$ cat config.mk
export PLATFORM = sky130hd
export DESIGN_NAME = sync_debounce
export DESIGN_NICKNAME = d
export VERILOG_FILES = /design/src/rtl/sync_debounce.sv
export SDC_FILE = /design/constraint.sdc
export NUM_CORES = 1
export LEC_CHECK = 0
export CAP_MARGIN = 0
export CORE_MARGIN = 2
export CORE_UTILIZATION = 53
export CTS_CLUSTER_SIZE = 10
export DETAILED_ROUTE_END_ITERATION = 10
export PLACE_DENSITY = 0.84
export SYNTH_ARGS = -nofsm -noshare
export SYNTH_HDL_FRONTEND = slang
export SYNTH_SLANG_ARGS = --single-unit
$ cat constraint.sdc
create_clock -name clk_i -period 3.1 [get_ports clk_i]
set_input_delay 0.775 -clock clk_i [delete_from_list [all_inputs] [get_ports clk_i]]
set_output_delay 0.775 -clock clk_i [all_outputs]
set_load 0.02 [all_outputs]
$ cat src/rtl/sync_debounce.sv
// Debounce filter for a single already-synchronized level: accepts a new level
// only after STABLE_CYCLES consecutive differing samples, with edge/glitch strobes.
module sync_debounce #(
    parameter int unsigned STABLE_CYCLES = 16,
    parameter int unsigned CNT_W         = 8,
    parameter logic        RESET_VAL     = 1'b0
) (
    input  logic             clk_i,
    input  logic             rst_ni,
    input  logic             data_i,
    input  logic             clr_i,
    output logic             level_o,
    output logic             rise_o,
    output logic             fall_o,
    output logic             glitch_o,
    output logic [CNT_W-1:0] edge_cnt_o
);

    localparam int unsigned MIS_W = $clog2(STABLE_CYCLES + 1);
    localparam logic [MIS_W-1:0] MIS_LAST = MIS_W'(STABLE_CYCLES - 1);
    localparam logic [CNT_W-1:0] CNT_MAX  = '1;

    typedef enum logic {
        ST_STABLE  = 1'b0,
        ST_PENDING = 1'b1
    } state_e;

    state_e           state_q, state_d;
    logic [MIS_W-1:0] mis_cnt_q, mis_cnt_d;
    logic             level_q, level_d;
    logic             rise_q, rise_d;
    logic             fall_q, fall_d;
    logic             glitch_q, glitch_d;
    logic [CNT_W-1:0] edge_cnt_q, edge_cnt_d;

    logic             mismatch;
    logic             commit;
    logic [CNT_W-1:0] cnt_base;

    assign mismatch = (data_i != level_q);

    // NOTE: every always_comb output gets a default first, so no path can infer a latch.
    always_comb begin
        state_d   = state_q;
        mis_cnt_d = mis_cnt_q;
        level_d   = level_q;
        rise_d    = 1'b0;
        fall_d    = 1'b0;
        glitch_d  = 1'b0;
        commit    = 1'b0;

        unique case (state_q)
            ST_STABLE: begin
                if (mismatch) begin
                    if (STABLE_CYCLES == 1) begin
                        commit = 1'b1;
                    end else begin
                        mis_cnt_d = MIS_W'(1);
                        state_d   = ST_PENDING;
                    end
                end
            end
            ST_PENDING: begin
                if (!mismatch) begin
                    // Candidate abandoned: a single matching sample restarts the count.
                    mis_cnt_d = '0;
                    state_d   = ST_STABLE;
                    glitch_d  = 1'b1;
                end else if (mis_cnt_q == MIS_LAST) begin
                    commit = 1'b1;
                end else begin
                    mis_cnt_d = mis_cnt_q + MIS_W'(1);
                end
            end
            default: begin
                state_d   = ST_STABLE;
                mis_cnt_d = '0;
            end
        endcase

        if (commit) begin
            level_d   = ~level_q;
            mis_cnt_d = '0;
            state_d   = ST_STABLE;
            rise_d    = ~level_q;
            fall_d    = level_q;
        end
    end

    // Clear applies first, then a coincident commit is counted on top of it.
    always_comb begin
        cnt_base   = clr_i ? '0 : edge_cnt_q;
        edge_cnt_d = cnt_base;
        if (commit && (cnt_base != CNT_MAX)) begin
            edge_cnt_d = cnt_base + CNT_W'(1);
        end
    end

    // NOTE: sequential state uses non-blocking assignments only, so every flop samples pre-edge values.
    always_ff @(posedge clk_i) begin
        if (!rst_ni) begin
            state_q    <= ST_STABLE;
            mis_cnt_q  <= '0;
            level_q    <= RESET_VAL;
            rise_q     <= 1'b0;
            fall_q     <= 1'b0;
            glitch_q   <= 1'b0;
            edge_cnt_q <= '0;
        end else begin
            state_q    <= state_d;
            mis_cnt_q  <= mis_cnt_d;
            level_q    <= level_d;
            rise_q     <= rise_d;
            fall_q     <= fall_d;
            glitch_q   <= glitch_d;
            edge_cnt_q <= edge_cnt_d;
        end
    end

    assign level_o    = level_q;
    assign rise_o     = rise_q;
    assign fall_o     = fall_q;
    assign glitch_o   = glitch_q;
    assign edge_cnt_o = edge_cnt_q;

endmodule

# Word-level counts from Yosys, hierarchy flattened
# Index checks and enable logic that the tools add are counted.
[totals]
word_cells = 33
inputBits = 4
output_inout_bits = 12
regBits = 18
[op_classes]
eq_ne = 5
add_sub_neg = 2
mux = 11
bitwise = 3
reduce_logical = 5
[op_table]
columns = ["op", "count"]
rows = [
  ["8-bit 2-to-1 mux", 2],
  ["5-bit 2-to-1 mux", 3],
  ["5-bit case mux with 2 select lines", 1],
  ["8-bit by 1-bit adder with 8-bit output, second input constant", 1],
  ["8-bit != test, second input constant", 1],
  ["2-bit AND reduction", 3],
  ["5-bit by 1-bit adder with 5-bit output, second input constant", 1],
  ["5-bit by 4-bit equality test with 1-bit output, second input constant", 1],
  ["1-bit 2-to-1 mux", 5],
  ["3-bit != test, second input constant", 1],
  ["1-bit inverter", 3],
  ["2-bit != test, second input constant", 1],
  ["2-bit OR reduction", 1],
  ["1-bit logical AND", 1],
  ["1-bit != test", 1],
]

# Depth between registers and ports, before layout
# Gate-level depths: netlist of run 1.
[depth]
word_depth = 6
mapped_depth = 7

# Least setup slack after synthesis of run 1
# Ideal clock, no wire load.
[synth_path]
kind = "input-to-reg"
startpoint = "input port clr_i"
endpoint = "register edge_cnt_q[6], in the netlist edge_cnt_o[6]"
arrival_time_ns = 1.864
n_path_buf = 0
cell_stages = 6
required_time_ns = 2.984
setup_time_ns = 0.116
setup_slack_ns = 1.119
path_cell_list = "nor2b_1 -> ha_1 -> inv_1 -> nor3_1 -> a311oi_1 -> a41o_1"
[synth_via]
elab_chain_cells = 4
word_cells_on_any_way = 5
[synth_rtl]
columns = ["element", "line_no", "text"]
rows = [
  ["start, declared", "11", "input logic clr_i,"],
  ["8-bit 2-to-1 mux (*)", "92", "cnt_base = clr_i ? '0 : edge_cnt_q;"],
  ["branches (longest 2 deep; another with 8-bit by 1-bit adder with 8-bit output)", "n/a", ""],
  ["8-bit 2-to-1 mux (*)", "94", "if (commit && (cnt_base != CNT_MAX)) begin"],
  ["end signal, assigned", "116", "edge_cnt_q <= edge_cnt_d;"],
  ["end, declared", "34", "logic [CNT_W-1:0] edge_cnt_q, edge_cnt_d;"],
]
# Mark *: on every way between the ends.
# A chain may end at the register's enable or synchronous reset.

# Worst setup path after layout of run 1
# Ends and elaborated chain as after synthesis.

==> results by group, run 1 <==
Floorplanning
  – Core area: 1520 um^2
  – Die X: 44.7 um
  – Die height: 44.7 um
  – Row cnt: 14
  – Full die area: 2000 um^2
  – Starting density of the core: 0.576
  – # IOs: 16

Timing
  – Final min period: 2440 ps
  – Final slew viol count: 0
  – Max Clock Freq: 409 MHz
  – Final hold violation count: 0
  – Setup violators final: 0
  – Final period utilization: 0.788
  – Setup TNS: 0 ps
  – Clk_skew: 12.4 ps
  – Slew HR: 0.677
  – Worst setup margin: 657 ps
  – RSZ-0062 raised after global routing: false
  – Slew @ Worst Pin: 483 ps

Placed design
  – Placer Congestion: 0.783
  – Port buffer count: 15
  – Hpwl dp: 1340 um
  – Pre-CTS WS: 361 ps

Yosys
  – Synth Area per Inst: 9.04 um^2
  – Post-synth EDFFs: 0
  – Synth area leaders: dfxtp_1 (41%), ha_1 (4.3%), nor2_1 (3.4%), and3_1 (2.9%), inv_1 (2.6%)
  – Seq cells post-synth: 18
  – Cell taking the most area after synthesis: dfxtp_1
  – FFs w/ async S/R, synth: 0
  – Post-synth top area share: 0.411
  – Seq/Total Area, Yosys: 0.411
  – Synthesized instance count: 97
  – Main synth FF type: dfxtp_1
  – Unique cell type count in the Yosys netlist: 39
  – Net count after synthesis: 104
  – Post-Syn Area: 877 um^2
  – Syn. warnings: 0

Clock tree
  – Inserted Clock Buffers: 3
  – Post-CTS Hold Fix Bufs: 0
  – Reg clk slew, reported paths: 100 ps
  – Worst-Skew Late Latency: 290 ps
  – Clock sinks: 18
  – Clk root buf: clkbuf_4
  – Setup Buffers After CTS: 0
  – CTS tree: done
  – CTS resizes: 0
  – Clock Tree Buf Depth: 2
  – Htree depth: 1

Worst setup path
  – Max Fanout on Critical Path: 7
  – CP Depth: 7
  – CP max stage cell: clkdlybuf4s50_1
  – Setup crit end kind: flip-flop
  – Critical Path Start Type: input port
  – R2R setup slack: 1160 ps
  – Top delay family on crit path: simple AND/OR/NAND/NOR gates
  – CP peak stage delay: 500 ps
  – CP cell instances: clkdlybuf4s50_1, nor2b_1, ha_1, inv_1, nor3_1, a311oi_1, a41o_1
  – Worst R2R Path Depth: 7
  – Crit Path Class: input port to flip-flop
  – Worst path arrival time: 2640 ps
  – WP buf/inv: 2
  – Worst Path Required: 3300 ps

Final layout
  – Share of cells above drive strength 1: 0.0783
  – Most frequent cells in the layout: dfxtp_1 (18), clkdlybuf4s50_1 (15), nor2_1 (8)
  – Synthesis-to-layout area growth: 23.1%
  – Antenna Cells: 0
  – NumNets Final: 123
  – Fillers: 129
  – Final core utilization: 0.709
  – Commonest non-fill, non-tap cell in the layout: dfxtp_1

Global route
  – Vias in the first global route: 701
  – Largest net degree at the start of global routing: 14
  – Total global routing overflow: 0
  – First-pass GRT wire length: 3010 um
  – Initial antenna violation count: 0
  – Total GRT Usage: 0.207

Routing
  – Post-route ant nets: 0
  – DR pass1 iterations: 4
  – Number of remaining DRC errors: 0
  – Vias/cell: 5.91
  – 1st-iter DRT viols: 5
  – WL per Instance: 13.4 um
  – Vias after detailed routing: 774
  – Drt total wl: 1750 um

Power and ir drop
  – Peak VDD IR: 0.360 mV
  – P_leak: 0.000417 uW
  – Pwr Density: 370 nW/um^2

Flow run
  – Max cap viols: 0

Hold path
  – Hold Crit Class: flip-flop to flip-flop
  – Min-Delay Path Depth: 2

Outcome
  – Result of the run: finished, final reports clean
==> final cells by class <==
type	instances	area, um^2	area share
multi-input combinational	72	490	0.454
sequential	18	360	0.334
timing repair buffer	15	150	0.139
clock buffer	4	36.3	0.0336
inverter	6	22.5	0.0209
tap	16	20.0	0.0185
==> worst paths after layout <==
check             endpoint          from
min           mis_cnt_q[4]  mis_cnt_q[4]
max reg2reg  edge_cnt_o[3]  mis_cnt_q[0]
min reg2reg   mis_cnt_q[4]  mis_cnt_q[4]
max          edge_cnt_o[6]         clr_i
==> routing by layer <==
layer,track usage,part of all wire,routed length [um],vias up
met5,0,0,0,-
met2,0.342,0.49,856,17
met3,0.0776,0.039,69,4
met4,0.0788,0.015,27,0
li1,-,-,-,391
met1,0.241,0.46,797,362
==> cell families (layout without fill, tap and decap cells) <==
family | after synthesis | after routing | share of synthesized area
AOI/OAI and AO/OA | 22 | 22 | 0.190
xor gates and xnor gates | 4 | 4 | 0.0485
muxes | 1 | 1 | 0.0114
buffers and inverters | 7 | 25 | 0.0300
DFF | 18 | 18 | 0.411
adders and majority gates | 3 | 3 | 0.0428
and+or+nand+nor | 42 | 42 | 0.267
==> sequential cells by signal (all words and copies together) (netlist names) <==
signal and cells:
edge_cnt_o 8, mis_cnt_q 5, fall_o 1, glitch_o 1, level_o 1, rise_o 1
state_q 1
==> metrics by stage <==
stage | hold WS [ps] | power, uW | cells | instance area (um^2)
6_report | 490 | 399 | 131 | 1080
5_1_grt | 517 | 416 | 131 | 1080
4_1_cts | 500 | 404 | 131 | 1080
3_5_place_dp | 480 | 264 | 127 | 1040
3_3_place_gp | 475 | 263 | 127 | 1040
2_1_floorplan | 456 | 254 | 97 | 877
==> cells in the mapped netlist (2+ instances only) <==
cell and n:
and3_1 4, nand3_1 4, o31ai_1 3, nand2_1 5, xnor2_1 2, inv_1 6
dfxtp_1 18, a21o_1 2, a21oi_1 3, or3_1 3, o2111ai_1 2, o21ai_0 2
nor2_1 8, nor2b_1 3, a31oi_1 2, nand3b_1 3, ha_1 3, nor3_1 3
==> power by group <==
| group | total [uW] | switching, uW | internal (uW) |
|---|---|---|---|
| clock network | 141 | 69.1 | 71.6 |
| logic | 22.7 | 13.3 | 9.40 |
| registers | 236 | 2.47 | 233 |
| total | 399 | 84.9 | 314 |
==> worst reg2reg max path, cell delays in order, from the launching register on <==
cell	delay, ps
dfxtp_1	390
ha_1	190
and3_1	160
ha_1	210
and2_1	210
o211ai_2	180
or3_1	390
a21oi_1	140
Note: power is estimated with default switching activity, not from simulation.
==> run 2, diff against run 1 <==
CORE_UTILIZATION = 45   (was 53)
PLACE_DENSITY = 0.76   (was 0.84)
clock period = 2.2 ns   (was 3.1 ns; I/O delays follow)
==> run 2 against run 1 <==
Net effect:
- non-clock buffer count up 8
- first-iteration DRC count grew 20%
- critical path depth fell by 6
- final cell count increased by 12%
- combinational power is 60% higher
- die area grew 16%
- sequential share of layout area down 1.7 points
- register-to-register slack got worse by 880 ps
- global-route usage is 1.6 points lower
- flip-flop and latch count unchanged
- total power increased by 33%
- sequential power rose by 41%
- critical endpoint is now level_o
- largest power group unchanged
==> results by group, run 2 (synthesized netlist as in run 1, its figures left out) <==
Power and ir drop
  – Pwr Density: 465 nW/um^2 (+26%)
  – P_sw: 120 uW (+42%)
  – Internal Power: 409 uW (+30%)
  – Tot Pwr: 529 uW (+33%)
  – P_leak: 0.000448 uW (+7.3%)
  – Register share of total power: 0.627 (+0.036)
  – Comb pwr share: 0.069 (+0.012)
  – Power share of the clock group: 0.304 (-0.048)
  – Switching part of the total: 0.227 (+0.0147)
  – Peak VDD IR: 0.332 mV (-7.8%)

Global route
  – Initial antenna violation count: 0 (unchanged)
  – Largest net degree at the start of global routing: 10 (-4)
  – Total GRT Usage: 0.191 (-0.0156)
  – Total global routing overflow: 0 (unchanged)
  – Vias in the first global route: 759 (+8.3%)
  – First-pass GRT wire length: 3170 um (+5.3%)

Routing
  – Drt total wl: 1870 um (+7.0%)
  – Post-route ant nets: 0 (unchanged)
  – DR pass1 iterations: 2 (-2)
  – Number of remaining DRC errors: 0 (unchanged)
  – WL per Instance: 12.7 um (-4.6%)
  – 1st-iter DRT viols: 6 (+1)
  – Vias after detailed routing: 808 (+4.4%)
  – Vias/cell: 5.50 (-7.0%)

Worst setup path
  – Max Fanout on Critical Path: 6 (-1)
  – Critical Path Start Type: flip-flop
  – R2R setup slack: 280 ps (-880 ps)
  – CP Depth: 1 (-6)
  – Worst reg2reg path startpoint: mis_cnt_q[0]
  – Worst R2R Path Depth: 7 (unchanged)
  – CP max stage cell: clkdlybuf4s50_1
  – Crit Path Class: flip-flop to output port
  – CP peak stage delay: 670 ps (+170 ps)
  – Worst setup path start: level_o
  – CP cell instances: clkdlybuf4s50_1
  – Setup crit end kind: output port
  – Crit path capture: level_o
  – Worst path arrival time: 1440 ps (-1200 ps)
  – Top delay family on crit path: buffers and inverters
  – End of the worst register-to-register path: edge_cnt_o[3]
  – WP buf/inv: 1 (-1)
  – Worst Path Required: 1650 ps (-1650 ps)

Timing
  – Final slew viol count: 0 (unchanged)
  – Final min period: 1990 ps
  – Setup TNS: 0 ps (unchanged)
  – Final period utilization: 0.903
  – Final hold violation count: 0 (unchanged)
  – RSZ-0062 raised after global routing: false
  – Setup violators final: 0 (unchanged)
  – Clk_skew: 8.04 ps (-4.38 ps)
  – Worst hold slack: 506 ps (+15.7 ps)
  – Slew @ Worst Pin: 471 ps (-11.9 ps)
  – Slew HR: 0.685 (+0.00792)
  – Max Clock Freq: 503 MHz

Floorplanning
  – Core area: 1780 um^2 (+17%)
  – Full die area: 2320 um^2 (+16%)
  – # IOs: 16 (unchanged)
  – Starting density of the core: 0.492 (-0.0836)
  – Die height: 48.2 um (+7.8%)
  – Row cnt: 15 (+1)
  – Die X: 48.2 um (+7.8%)

Hold path
  – Min-Delay Path Depth: 2 (unchanged)
  – Hold Crit Class: flip-flop to flip-flop

Clock tree
  – Clock Tree Buf Depth: 2 (unchanged)
  – Post-CTS Hold Fix Bufs: 0 (unchanged)
  – Reg clk slew, reported paths: 110 ps (about the same)
  – Clock sinks: 18 (unchanged)
  – Setup Buffers After CTS: 0 (unchanged)
  – CTS resizes: 0 (unchanged)
  – Htree depth: 1 (unchanged)
  – Clk root buf: clkbuf_4
  – Worst-Skew Late Latency: 280 ps (about the same)
  – CTS tree: done
  – Inserted Clock Buffers: 3 (unchanged)

Final layout
  – Final core utilization: 0.638 (-0.0706)
  – Max reg flops: 8 (unchanged)
  – NumNets Final: 131 (+6.5%)
  – Share of cells above drive strength 1: 0.131 (+0.0529)
  – Commonest non-fill, non-tap cell in the layout: dfxtp_1
  – Finished Layout Cells: 147 (+12%)
  – Antenna Cells: 0 (unchanged)
  – Most frequent cells in the layout: dfxtp_1 (18), clkdlybuf4s50_1 (15), nor2_1 (8), buf_4 (8), inv_1 (6)
  – Synthesis-to-layout area growth: 29.7%

Outcome
  – Result of the run: finished, final reports clean

Placed design
  – Port buffer count: 15 (unchanged)
  – Placer Congestion: 0.778 (-0.54%)
  – Hpwl dp: 1490 um (+11%)
  – Post-placement cell count: 144 (+13%)

Flow run
  – Max cap viols: 0 (unchanged)
==> run 2: worst register-to-register path, delay by kind of cell (launching register included) <==
kind / cells / cell delay, ps
compound gates: 2 / 330
fa+ha+maj: 2 / 400
flops: 1 / 380
simple gates: 3 / 770
==> run 2: worst min-delay path by stage <==
stage / from / to
floorplan: mis_cnt_q[4] / mis_cnt_q[4]
global placement: mis_cnt_q[4] / mis_cnt_q[4]
detailed placement: mis_cnt_q[4] / mis_cnt_q[4]
CTS: mis_cnt_q[4] / mis_cnt_q[4]
global route: mis_cnt_q[4] / mis_cnt_q[4]
finish: mis_cnt_q[4] / mis_cnt_q[4]
==> run 2: layout make-up <==
type                       count  area, um^2
multi-input combinational     72         490
timing repair buffer          23         210
sequential                    18         360
inverter                       6        22.5
tap                           25        31.3
fill                         155         646
clock buffer                   3        22.5
==> run 2: stage by stage <==
| step | worst slack (ps) | cell area, um^2 |
|---|---|---|
| floorplan | 416 | 877 |
| global placement | 9.37 | 1110 |
| detailed placement | -30.5 | 1110 |
| CTS | 204 | 1140 |
| global route | 109 | 1140 |
| finish | 213 | 1140 |
==> run 2: power groups by stage <==
stage / clock, uW / combinational (uW) / sequential, uW
final: 161 / 36.3 / 332
after global routing: 185 / 39.6 / 333
after CTS: 162 / 36.3 / 332
after detailed placement: 0 / 36.0 / 340
after global placement: 0 / 35.3 / 340
after floorplan: 0 / 17.6 / 340
==> run 2: metal layers <==
| layer | share of wire | vias to the layer above | GRT usage |
|---|---|---|---|
| met5 | 0 | - | 0 |
| met4 | 0.010 | 0 | 0.0649 |
| met3 | 0.014 | 2 | 0.0333 |
| met2 | 0.51 | 6 | 0.342 |
| met1 | 0.47 | 391 | 0.229 |
| li1 | - | 409 | - |
==> run 3, diff against run 2 <==
ABC_CLOCK_PERIOD_IN_PS = 2040   (was unset)
CORE_UTILIZATION = 50   (was 45)
PLACE_DENSITY = 0.8   (was 0.76)
REMOVE_ABC_BUFFERS = 1   (was unset)
clock period = 2.04 ns   (was 2.2 ns; I/O delays follow)
==> run 3 against run 2 <==
Net effect:
- design area rose by 2.2%
- combinational power rose by 17%
- largest power group unchanged
- setup slack got worse by 140 ps
- non-clock buffer count rose by 4
- clock-buffer cell count did not move
- die area fell by 9.2%
- highest routed layer unchanged
==> results by group, run 3 (synthesized netlist as in run 1, its figures left out) <==
Outcome
  – Result of the run: finished, final reports clean

Timing
  – Final min period: 1960 ps
  – Setup violators final: 0 (unchanged)
  – Final slew viol count: 0 (unchanged)
  – Worst hold slack: 511 ps (+4.45 ps)
  – Final period utilization: 0.962
  – Slew HR: 0.790 (+0.105)
  – Clk_skew: 1.93 ps (-6.11 ps)
  – Slew @ Worst Pin: 314 ps (-157 ps)
  – RSZ-0062 raised after global routing: false
  – Max Clock Freq: 510 MHz
  – Final hold violation count: 0 (unchanged)

Final layout
  – NumNets Final: 135 (+3.1%)
  – Commonest non-fill, non-tap cell in the layout: dfxtp_1
  – Most frequent cells in the layout: dfxtp_1 (18), clkdlybuf4s50_1 (15), buf_4 (12)
  – Antenna Cells: 0 (unchanged)
  – Max reg flops: 8 (unchanged)
  – Synthesis-to-layout area growth: 32.5%
  – Final Cell Area: 1160 um^2 (+2.2%)
  – Share of cells above drive strength 1: 0.175 (+0.0435)
  – Finished Layout Cells: 143 (-2.7%)
  – Final core utilization: 0.688 (+0.0503)

Worst setup path
  – Worst path arrival time: 1450 ps (about the same)
  – Top delay family on crit path: buffers and inverters
  – Max Fanout on Critical Path: 6 (unchanged)
  – CP cell instances: clkdlybuf4s50_1
  – Worst Path Required: 1530 ps (-120 ps)
  – CP peak stage delay: 670 ps (about the same)
  – CP max stage cell: clkdlybuf4s50_1
  – WP buf/inv: 1 (unchanged)
  – Crit Path Class: flip-flop to output port
  – Setup crit end kind: output port
  – Critical Path Start Type: flip-flop

Global route
  – Vias in the first global route: 775 (+2.1%)
  – Largest net degree at the start of global routing: 10 (unchanged)
  – Total global routing overflow: 0 (unchanged)
  – Total GRT Usage: 0.205 (+0.0133)
  – Initial antenna violation count: 0 (unchanged)
  – First-pass GRT wire length: 3110 um (-1.8%)

Routing
  – Post-route ant nets: 0 (unchanged)
  – WL per Instance: 13.2 um (+3.5%)
  – Vias/cell: 5.86 (+6.6%)
  – Drt total wl: 1890 um (+0.69%)
  – 1st-iter DRT viols: 14 (+8)
  – Vias after detailed routing: 838 (+3.7%)
  – DR pass1 iterations: 4 (+2)
  – Number of remaining DRC errors: 0 (unchanged)

Clock tree
  – Clock sinks: 18 (unchanged)
  – Setup Buffers After CTS: 0 (unchanged)
  – Reg clk slew, reported paths: 100 ps (about the same)
  – Inserted Clock Buffers: 3 (unchanged)
  – Post-CTS Hold Fix Bufs: 0 (unchanged)
  – Clock Tree Buf Depth: 2 (unchanged)
  – Clk root buf: clkbuf_4
  – CTS resizes: 0 (unchanged)
  – Worst-Skew Late Latency: 290 ps (about the same)
  – CTS tree: done
  – Htree depth: 1 (unchanged)

Placed design
  – Post-placement cell count: 140 (-2.8%)
  – Placed cell area: 1130 um^2 (+1.8%)
  – Hpwl dp: 1450 um (-2.7%)
  – Port buffer count: 15 (unchanged)
  – Placer Congestion: 0.844 (+8.4%)

Power and ir drop
  – Tot Pwr: 572 uW (+8.1%)
  – Pwr Density: 492 nW/um^2 (+5.8%)
  – P_leak: 0.000468 uW (+4.4%)
  – Peak VDD IR: 0.412 mV (+24%)

Floorplanning
  – Starting density of the core: 0.519 (+0.0273)
  – # IOs: 16 (unchanged)
  – Die X: 45.9 um (-4.7%)
  – Row cnt: 15 (unchanged)
  – Full die area: 2100 um^2 (-9.2%)
  – Die height: 45.9 um (-4.7%)
  – Core area: 1690 um^2 (-5.3%)

Hold path
  – Hold Crit Class: flip-flop to flip-flop

Flow run
  – Max cap viols: 0 (unchanged)
run 3: power by group:
| part | internal, uW | switching (uW) |
|---|---|---|
| logic | 20.2 | 22.3 |
| registers | 355 | 3.80 |
| clock network | 68.6 | 103 |
run 3: final timing paths:
| kind | from | end | slack [ps] | cells past startpoint |
|---|---|---|---|---|
| min | mis_cnt_q[2] | mis_cnt_q[2] | 510 | 2 |
| max | level_o | level_o | 80 | 1 |
| min reg2reg | mis_cnt_q[2] | mis_cnt_q[2] | 510 | 2 |
| max reg2reg | mis_cnt_q[0] | edge_cnt_o[3] | 170 | 7 |
run 3: area by class of cell:
| class | instances | area [um^2] |
|---|---|---|
| Tap cell | 17 | 21.3 |
| Multi-Input combinational cell | 72 | 495 |
| Inverter | 6 | 22.5 |
| Timing Repair Buffer | 27 | 240 |
| Fill cell | 134 | 527 |
| Clock buffer | 3 | 22.5 |
| Sequential cell | 18 | 360 |
run 3: routing by layer:
metal  up-vias  wire length, um  global-route usage
li1        420                -                   -
met1       393              855               0.230
met2        21              936               0.358
met3         4               61              0.0476
met4         0               33              0.0971
met5         -                0                   0
run 3: stage by stage:
stage               worst slack (ps)  TNS (ps)
global route                    8.95         0
floorplan                        256         0
global placement                -104      -547
CTS                             71.7         0
finish                          77.5         0
detailed placement              -178     -1090
